<file path="config.mk">
export PLATFORM = sky130hd
export DESIGN_NAME = deser_fifo_flat
export DESIGN_NICKNAME = d
export VERILOG_FILES = /design/src/rtl/deser_pkg.sv /design/src/rtl/deser_fifo_if.sv /design/src/rtl/sync_fifo.sv /design/src/rtl/deser_fifo.sv /design/src/flat_wrapper.sv
export SDC_FILE = /design/constraint.sdc
export NUM_CORES = 1
export LEC_CHECK = 0
export ABC_AREA = 1
export CAP_MARGIN = 15
export CORE_UTILIZATION = 40
export DETAILED_ROUTE_END_ITERATION = 8
export PLACE_DENSITY = 0.64
export SKIP_CTS_REPAIR_TIMING = 1
export SYNTH_ARGS = -nofsm -noshare
export SYNTH_HDL_FRONTEND = slang
export SYNTH_SLANG_ARGS = --single-unit
</file>
<file path="constraint.sdc">
create_clock -name clk -period 4.7 [get_ports clk]
set_clock_uncertainty 0.15 [all_clocks]
set_input_delay 0.94 -clock clk [delete_from_list [all_inputs] [get_ports clk]]
set_output_delay 0.94 -clock clk [all_outputs]
set_load 0.05 [all_outputs]
</file>
<file path="src/rtl/deser_pkg.sv">
// Shared constants and helpers for the serial-to-parallel receive FIFO.
// Optional trailing even-parity bit per frame is enabled by defining DESER_PARITY_EN.
package deser_pkg;

`ifdef DESER_PARITY_EN
  localparam int PAR_BIT_EN = 1;
`else
  localparam int PAR_BIT_EN = 0;
`endif

  // Width of an index over n items, never narrower than one bit.
  function automatic int clog2_min1(input int n);
    return (n <= 2) ? 1 : $clog2(n);
  endfunction

endpackage

</file>
<file path="src/rtl/deser_fifo_if.sv">
// Output word stream from deser_fifo to its consumer (valid/ready).
// Carries the per-word parity error flag when DESER_PARITY_EN is defined.
interface deser_fifo_if #(
  parameter int WIDTH = 32
);
  logic [WIDTH-1:0] out_data;
  logic             out_valid;
  logic             out_ready;

`ifdef DESER_PARITY_EN
  logic out_perr;

  modport master (output out_data, out_valid, out_perr, input out_ready);
  modport slave  (input out_data, out_valid, out_perr, output out_ready);
`else
  modport master (output out_data, out_valid, input out_ready);
  modport slave  (input out_data, out_valid, output out_ready);
`endif
endinterface

</file>
<file path="src/rtl/sync_fifo.sv">
// Register-based synchronous FIFO; a push into a full FIFO succeeds only
// when a pop happens in the same cycle.
module sync_fifo
  import deser_pkg::*;
#(
  parameter int  WIDTH = 32,
  parameter int  DEPTH = 4,
  localparam int PTR_W = clog2_min1(DEPTH)
) (
  input  logic             clk,
  input  logic             rst_n,
  input  logic             push_i,
  input  logic [WIDTH-1:0] din_i,
  input  logic             pop_i,
  output logic [WIDTH-1:0] dout_o,
  output logic             full_o,
  output logic             empty_o,
  output logic [PTR_W:0]   fill_o
);

  logic [WIDTH-1:0] mem_q [DEPTH];
  logic [PTR_W-1:0] wr_ptr_q, rd_ptr_q;
  logic [PTR_W:0]   cnt_q, cnt_d;
  logic             push_ok, pop_ok;

  assign full_o  = (cnt_q == (PTR_W + 1)'(DEPTH));
  assign empty_o = (cnt_q == '0);
  assign fill_o  = cnt_q;
  assign dout_o  = mem_q[rd_ptr_q];

  assign push_ok = push_i && (!full_o || pop_i);
  assign pop_ok  = pop_i && !empty_o;

  always_comb begin
    // NOTE: every branch of a comb block must assign its outputs; the default here prevents a latch.
    cnt_d = cnt_q;
    case ({push_ok, pop_ok})
      2'b10:   cnt_d = cnt_q + 1'b1;
      2'b01:   cnt_d = cnt_q - 1'b1;
      default: cnt_d = cnt_q;
    endcase
  end

  always_ff @(posedge clk or negedge rst_n) begin
    if (!rst_n) begin
      // NOTE: the storage is reset on purpose so the head word reads as zero out of reset.
      for (int i = 0; i < DEPTH; i++) mem_q[i] <= '0;
      wr_ptr_q <= '0;
      rd_ptr_q <= '0;
      cnt_q    <= '0;
    end else begin
      // NOTE: state is updated with non-blocking assignments so every register samples pre-edge values.
      if (push_ok) begin
        mem_q[wr_ptr_q] <= din_i;
        wr_ptr_q        <= wr_ptr_q + 1'b1;
      end
      if (pop_ok) rd_ptr_q <= rd_ptr_q + 1'b1;
      cnt_q <= cnt_d;
    end
  end

endmodule

</file>
<file path="src/rtl/deser_fifo.sv">
// Serial-to-parallel word assembler feeding a DEPTH-entry output FIFO with
// frame resync and sticky overflow; DESER_PARITY_EN adds a trailing even-parity bit.
module deser_fifo
  import deser_pkg::*;
#(
  parameter int  WIDTH     = 32,
  parameter int  DEPTH     = 4,
  parameter int  MSB_FIRST = 1,
  localparam int CNT_W     = clog2_min1(WIDTH + PAR_BIT_EN),
  localparam int PTR_W     = clog2_min1(DEPTH)
) (
  input  logic              clk,
  input  logic              reset_n,
  input  logic              serial_in,
  input  logic              shift_en,
  input  logic              tick,
  input  logic              frame_start,
  deser_fifo_if.master      out_if,
  output logic              overflow,
  input  logic              clear_ovf,
  output logic [CNT_W-1:0]  bit_cnt,
  output logic [PTR_W:0]    fill
);

  typedef logic [WIDTH-1:0] word_t;

  localparam int ENTRY_W = WIDTH + PAR_BIT_EN;
  localparam logic [CNT_W-1:0] LAST = CNT_W'(WIDTH + PAR_BIT_EN - 1);

  word_t              sr_q, sr_d, sr_shift;
  logic [CNT_W-1:0]   cnt_q, cnt_d;
  logic               ovf_q, ovf_d;
  logic               sample, push, pop, drop;
  logic               fifo_full, fifo_empty;
  logic [ENTRY_W-1:0] entry, head;

  assign sample   = shift_en && tick;
  assign sr_shift = (MSB_FIRST != 0) ? {sr_q[WIDTH-2:0], serial_in}
                                     : {serial_in, sr_q[WIDTH-1:1]};

`ifdef DESER_PARITY_EN
  // The last sample is the parity bit: the word is already complete in sr_q.
  assign entry = {(^sr_q) ^ serial_in, sr_q};
`else
  assign entry = sr_shift;
`endif

  always_comb begin
    sr_d  = sr_q;
    cnt_d = cnt_q;
    push  = 1'b0;
    if (sample) begin
      if (frame_start) begin
        sr_d  = (MSB_FIRST != 0) ? {{(WIDTH-1){1'b0}}, serial_in}
                                 : {serial_in, {(WIDTH-1){1'b0}}};
        cnt_d = CNT_W'(1);
      end else if (cnt_q == LAST) begin
        push  = 1'b1;
        cnt_d = '0;
`ifndef DESER_PARITY_EN
        sr_d  = sr_shift;
`endif
      end else begin
        sr_d  = sr_shift;
        cnt_d = cnt_q + 1'b1;
      end
    end
  end

  assign pop  = out_if.out_ready && !fifo_empty;
  assign drop = push && fifo_full && !pop;

  // A drop sets the flag even if clear_ovf is asserted in the same cycle.
  assign ovf_d = drop ? 1'b1 : (clear_ovf ? 1'b0 : ovf_q);

  always_ff @(posedge clk or negedge reset_n) begin
    if (!reset_n) begin
      sr_q  <= '0;
      cnt_q <= '0;
      ovf_q <= 1'b0;
    end else begin
      sr_q  <= sr_d;
      cnt_q <= cnt_d;
      ovf_q <= ovf_d;
    end
  end

  sync_fifo #(
    .WIDTH (ENTRY_W),
    .DEPTH (DEPTH)
  ) u_fifo (
    .clk     (clk),
    .rst_n   (reset_n),
    .push_i  (push),
    .din_i   (entry),
    .pop_i   (pop),
    .dout_o  (head),
    .full_o  (fifo_full),
    .empty_o (fifo_empty),
    .fill_o  (fill)
  );

  assign out_if.out_data  = head[WIDTH-1:0];
  assign out_if.out_valid = !fifo_empty;
`ifdef DESER_PARITY_EN
  assign out_if.out_perr  = head[WIDTH];
`endif
  assign overflow = ovf_q;
  assign bit_cnt  = cnt_q;

endmodule

</file>
<file path="src/flat_wrapper.sv">
// flat-port wrapper written by rule: the top's interface ports become plain ports
module deser_fifo_flat import deser_pkg::*;
#(
  parameter int  WIDTH     = 32,
  parameter int  DEPTH     = 4,
  parameter int  MSB_FIRST = 1,
  localparam int CNT_W     = clog2_min1(WIDTH + PAR_BIT_EN),
  localparam int PTR_W     = clog2_min1(DEPTH)
)
  (clk, reset_n, serial_in, shift_en, tick, frame_start, overflow, clear_ovf, bit_cnt, fill, out_if_out_data, out_if_out_valid, out_if_out_ready);
  deser_fifo_if #(.WIDTH(WIDTH)) out_if_i ();
  input  logic clk;
  input  logic reset_n;
  input  logic serial_in;
  input  logic shift_en;
  input  logic tick;
  input  logic frame_start;
  output logic overflow;
  input  logic clear_ovf;
  output logic [CNT_W-1:0] bit_cnt;
  output logic [PTR_W:0] fill;
  output wire logic [$bits(out_if_i.out_data)-1:0] out_if_out_data;
  output wire logic [$bits(out_if_i.out_valid)-1:0] out_if_out_valid;
  input wire logic [$bits(out_if_i.out_ready)-1:0] out_if_out_ready;
  assign out_if_out_data = out_if_i.out_data;
  assign out_if_out_valid = out_if_i.out_valid;
  assign out_if_i.out_ready = out_if_out_ready;
  deser_fifo #(.WIDTH(WIDTH), .DEPTH(DEPTH), .MSB_FIRST(MSB_FIRST)) u_core (.clk(clk), .reset_n(reset_n), .serial_in(serial_in), .shift_en(shift_en), .tick(tick), .frame_start(frame_start), .out_if(out_if_i), .overflow(overflow), .clear_ovf(clear_ovf), .bit_cnt(bit_cnt), .fill(fill));
endmodule
</file>
# Yosys cells after proc, flatten, opt, wreduce, memory -nomap -nowiden
# Cells that the tools add are included.
# W data, S select, Z words.
# word_totals
regBits	172
latch_bits	0
ramBits	0
rom_bits	0
inputBits	8
out_inout_bits	42
elab_cells	53
n_memories	0
# op_classes
add_sub_neg	5
mul	0
div	0
magnitude_cmp	3
n_eq_ne	4
shifts	0
muxes	15
n_bitwise	2
reduce_logical	14
# op_table
op	n
$bwmux W128	1
$mux W32	3
$bmux W32 S2	1
$demux W32 S2	1
$mux W31	1
$mux W5	2
$logic_and A1 B1 Y1	7
$ge A3 B3 Y1 const B	2
$not A2 Y3	2
$pmux W3 S2	1
$add A5 B1 Y5 const B	1
$eq A5 B5 Y1 const B	1
$mux W1	5
$add A2 B1 Y2 const B	2
$reduce_bool A2 Y1	2
$add A3 B1 Y3 const B	1
$eq A3 B3 Y1 const B	1
$logic_not A1 Y1	3
$logic_not A3 Y1	1
$lt A3 B1 Y1 const B	1
$sub A3 B1 Y3 const B	1
$eq A2 B1 Y1 const B	1
$eq A2 B2 Y1 const B	1
$logic_or A1 B1 Y1	1

# Depth between registers and ports, before layout
# depth
depth_word	7
mapped_depth	15
mapped_depth_nobuf	14

# By module
# A second synthesis with hierarchy kept.
# hier_totals
hier_cells	948
hier_area_um2	8244.2
# by_module_without_submodules
module	instances	cells_each	area_per_inst_um2
sync_fifo	1	802	6552.5
deser_fifo	1	146	1691.6

# Worst setup path before layout
# No wires, ideal clock.
# synth_path
kind	register to output
start	register u_core.u_fifo.rd_ptr_q[0]
end	output port out_if_out_data[25]
arrival_time_ns	1.775
t_required_ns	3.610
setup_slack_ns	1.835
path_stages_with_launch	7
path_buffers	3
cell_sequence	dfrtp_1 > buf_2 > inv_1 > buf_2 > buf_2 > o21ai_0 > o22ai_1
# synth_between
elab_chain_cells	4
# synth_lines
item	line	rtl
from (decl)	sync_fifo.sv:22	logic [PTR_W-1:0] wr_ptr_q, rd_ptr_q;
from (signal assigned)	sync_fifo.sv:57	if (pop_ok) rd_ptr_q <= rd_ptr_q + 1'b1;
$not A2 Y3 (implied by the code)	sync_fifo.sv:29	assign dout_o = mem_q[rd_ptr_q];
$bmux W32 S2	sync_fifo.sv:29	
$mux W32 (implied by the code) (2 in a row)	sync_fifo.sv:29	
to (decl)	flat_wrapper.sv:22	output wire logic [$bits(out_if_i.out_data)-1:0] out_if_out_data;
# No other way between the ends. The select of a mux whose other input is x is not followed.

# Worst setup path in the final report
# layout_path
start	register u_core.u_fifo.rd_ptr_q[0]
end	output port out_if_out_data[20]
# The elaborated chain is that of the path after synthesis.

==> flow_summary.json <==
{
  "fmax_mhz": 251,
  "tightest_slew_ns": 0.965,
  "setup-violations-final": 0,
  "synth_top_family_by_area": "simple AND/OR/NAND/NOR gates",
  "finalCritPeriodShare": 0.846,
  "p_clk_frac": 0.275,
  "clk_latency_ns": 0.43,
  "final_cells": 1225,
  "cts.path.max_buffers": 2,
  "gp_congestion": 0.743,
  "hold_viol": 0,
  "synth_fa_ha_area_frac": 0.0135,
  "synth-edff-count": 0,
  "p_leak_nw": 4.55,
  "critPathCaptureType": "output port",
  "die_w_um": 143,
  "cts_buffers": 17,
  "cts_root_buffer": "clkbuf_16",
  "met2_length_mm": 9.97,
  "met3_length_mm": 1.12,
  "combPwrFrac": 0.421,
  "slew_headroom": 0.356,
  "crit_type": "flip-flop to output port",
  "finalInstanceArea_mm2": 0.00917,
  "netlist.top_cell.by_area": "dfrtp_1",
  "place_area_mm2": 0.00858,
  "antenna_cells": 0,
  "start_util": 0.408,
  "synth_xor_area_frac": 0.00331,
  "nets": 963,
  "syn_inst": 936,
  "pwr-share-seq": 0.304,
  "vias_per_cell": 5.55,
  "drt-met1-wl_mm": 10.1,
  "status": "complete, no violations",
  "drc": 0,
  "synth_top_area_share": 0.542,
  "h-tree-depth": 4,
  "crit_arrival_ns": 2.89,
  "ant_nets": 0,
  "worst_hold_slack_ns": 0.315,
  "cts_sinks": 172,
  "drv_cap": 0,
  "grt_pass1_vias": 6461,
  "area_growth_pct": 15.3,
  "path_clk_slew_ns": 0.06,
  "synth.net_count": 952,
  "power_density_mw_per_mm2": 557,
  "synth_ff_type": "dfrtp_1",
  "rsz0062_at_grt": "no",
  "switching_share": 0.418,
  "grt_pass1_wl_mm": 35.0,
  "synth-seq-cells": 172,
  "wl_per_cell_um": 17.6,
  "avgSynthCellArea_um2": 8.49,
  "period_needed_ns": 3.98,
  "start_kind": "flip-flop",
  "die_area_mm2": 0.0204,
  "cts_tree": "done",
  "internal_power_mw": 2.97,
  "final.fill_count": 1881,
  "vias": 6801,
  "min_path_type": "flip-flop to flip-flop",
  "netlist_area_mm2": 0.00795,
  "synth_area_leaders": "dfrtp_1 (54%), nand2_1 (13%), nand4_1 (10%), o22ai_1 (4.7%), o21ai_0 (4.5%)",
  "grt.overflow.total": 0,
  "synthSimpleGateAreaFrac": 0.276,
  "core_area_mm2": 0.0195,
  "firstDrtPassIters": 5,
  "grt_start_max_net_pins": 90,
  "final.setup.tns_ns": 0,
  "cp.required_ns": 3.61,
  "routed.top_layer": "met4",
  "slew_violations": 0,
  "die_h_um": 143,
  "drtIter0Drc": 513,
  "antenna_found_initial": 0,
  "wirelength_mm": 21.5,
  "synth.distinct_cells": 23,
  "ir_drop_uv": 327,
  "yosys-mux-area-fraction": 0,
  "grt_usage": 0.223,
  "io_pins": 50,
  "final_layout_size_suffix_gt1_frac": 0.0656,
  "yosysWarnings": 0,
  "ys_async_sr_fraction": 1.00,
  "placed_cells": 1193,
  "cp_max_fo": 30,
  "p_sw_mw": 2.13,
  "io_buffers": 49,
  "rows": 51,
  "dp_hpwl_mm": 12.4,
  "synth_compound_area_frac": 0.0957,
  "ys_seq_area_frac": 0.542
}
-- registers in the layout, indices dropped and copies added (netlist names) --
signal                  count
u_core.u_fifo.mem_q       128
u_core.u_fifo.wr_ptr_q      2
u_core.sr_q                31
u_core.bit_cnt              5
u_core.overflow             1
u_core.u_fifo.fill_o        3
u_core.u_fifo.rd_ptr_q      2
-- layout by cell type, fill, tap and decap left out, drive strengths merged, types with 7 or more instances in the layout --
cell and count:
buf 26, clkinv 8, dfrtp 172, nand3 9, o22ai 60, clkdlybuf4s50 48
inv 46, o21ai 72, clkbuf 21, nand4 128, ha 7, nor2 73
nand2 279
-- Yosys cell counts (7+ instances only) --
cell type  instances
buf_4              9
clkbuf_1          31
o22ai_1           60
nor2_1            71
inv_1             45
buf_1              7
nand3_1            9
nand2_1          277
ha_1               7
buf_2             35
o21ai_0           72
nand4_1          128
dfrtp_1          172
-- stage by stage --
stage | power, mW | utilization | setup slack [ns]
2_1_floorplan | 3.04 | - | 1.84
3_3_place_gp | 3.72 | 0.441 | 1.22
3_5_place_dp | 3.73 | 0.441 | 1.21
4_1_cts | 5.13 | 0.471 | 0.742
5_1_grt | 5.33 | 0.471 | 0.559
6_report | 5.10 | 0.471 | 0.723
-- layer usage --
metal | track usage | up-vias
li1 | - | 3208
met1 | 0.309 | 3379
met2 | 0.347 | 190
met3 | 0.0453 | 24
met4 | 0.0753 | 0
met5 | 0 | -
-- logic make-up after synthesis --
group           Yosys count
flops                   172
simple gates            491
buf+inv                 127
xor+xnor                  3
compound gates          135
fa+ha+maj                 8
-- worst max-delay path, cell delays in order, from the launching register on --
cell             delay [ns]
dfrtp_2                0.40
inv_2                  0.42
buf_4                  0.36
o21ai_0                0.14
o22ai_1                0.26
clkdlybuf4s50_1        0.85
-- final timing paths --
kind,end,start,slack (ns),depth (start not counted)
max in group asynchronous,u_core.u_fifo.mem_q[116]$_DFFE_PN0P_,reset_n,3.07,2
worst min register to register,u_core.u_fifo.mem_q[75]$_DFFE_PN0P_,u_core.u_fifo.mem_q[75]$_DFFE_PN0P_,0.32,2
worst min-delay path,u_core.u_fifo.mem_q[75]$_DFFE_PN0P_,u_core.u_fifo.mem_q[75]$_DFFE_PN0P_,0.32,2
min in group asynchronous,u_core.u_fifo.mem_q[74]$_DFFE_PN0P_,reset_n,0.44,1
worst max-delay path,out_if_out_data[20],u_core.u_fifo.rd_ptr_q[0]$_DFFE_PN0P_,0.72,5
worst max register to register,u_core.u_fifo.mem_q[99]$_DFFE_PN0P_,u_core.bit_cnt[0]$_DFFE_PN0P_,1.85,10
-- power groups by stage --
| stage | logic, mW | registers, mW | clock network [mW] |
|---|---|---|---|
| after global placement | 2.14 | 1.58 | 0 |
| after floorplan | 1.39 | 1.64 | 0 |
| after global routing | 2.30 | 1.56 | 1.48 |
| final | 2.15 | 1.55 | 1.40 |
| after detailed placement | 2.15 | 1.58 | 0 |
| after CTS | 2.15 | 1.55 | 1.42 |
-- cell type report --
cell class                 count  area (um2)  area share
tap                          265         332      0.0362
sequential                   172        4310       0.470
clock buffer                  21         470      0.0513
clock inverter                11         116      0.0127
inverter                      45         169      0.0184
multi-input combinational    637        3090       0.338
timing repair buffer          74         679      0.0741
Note: power is estimated with default switching activity, not from simulation.
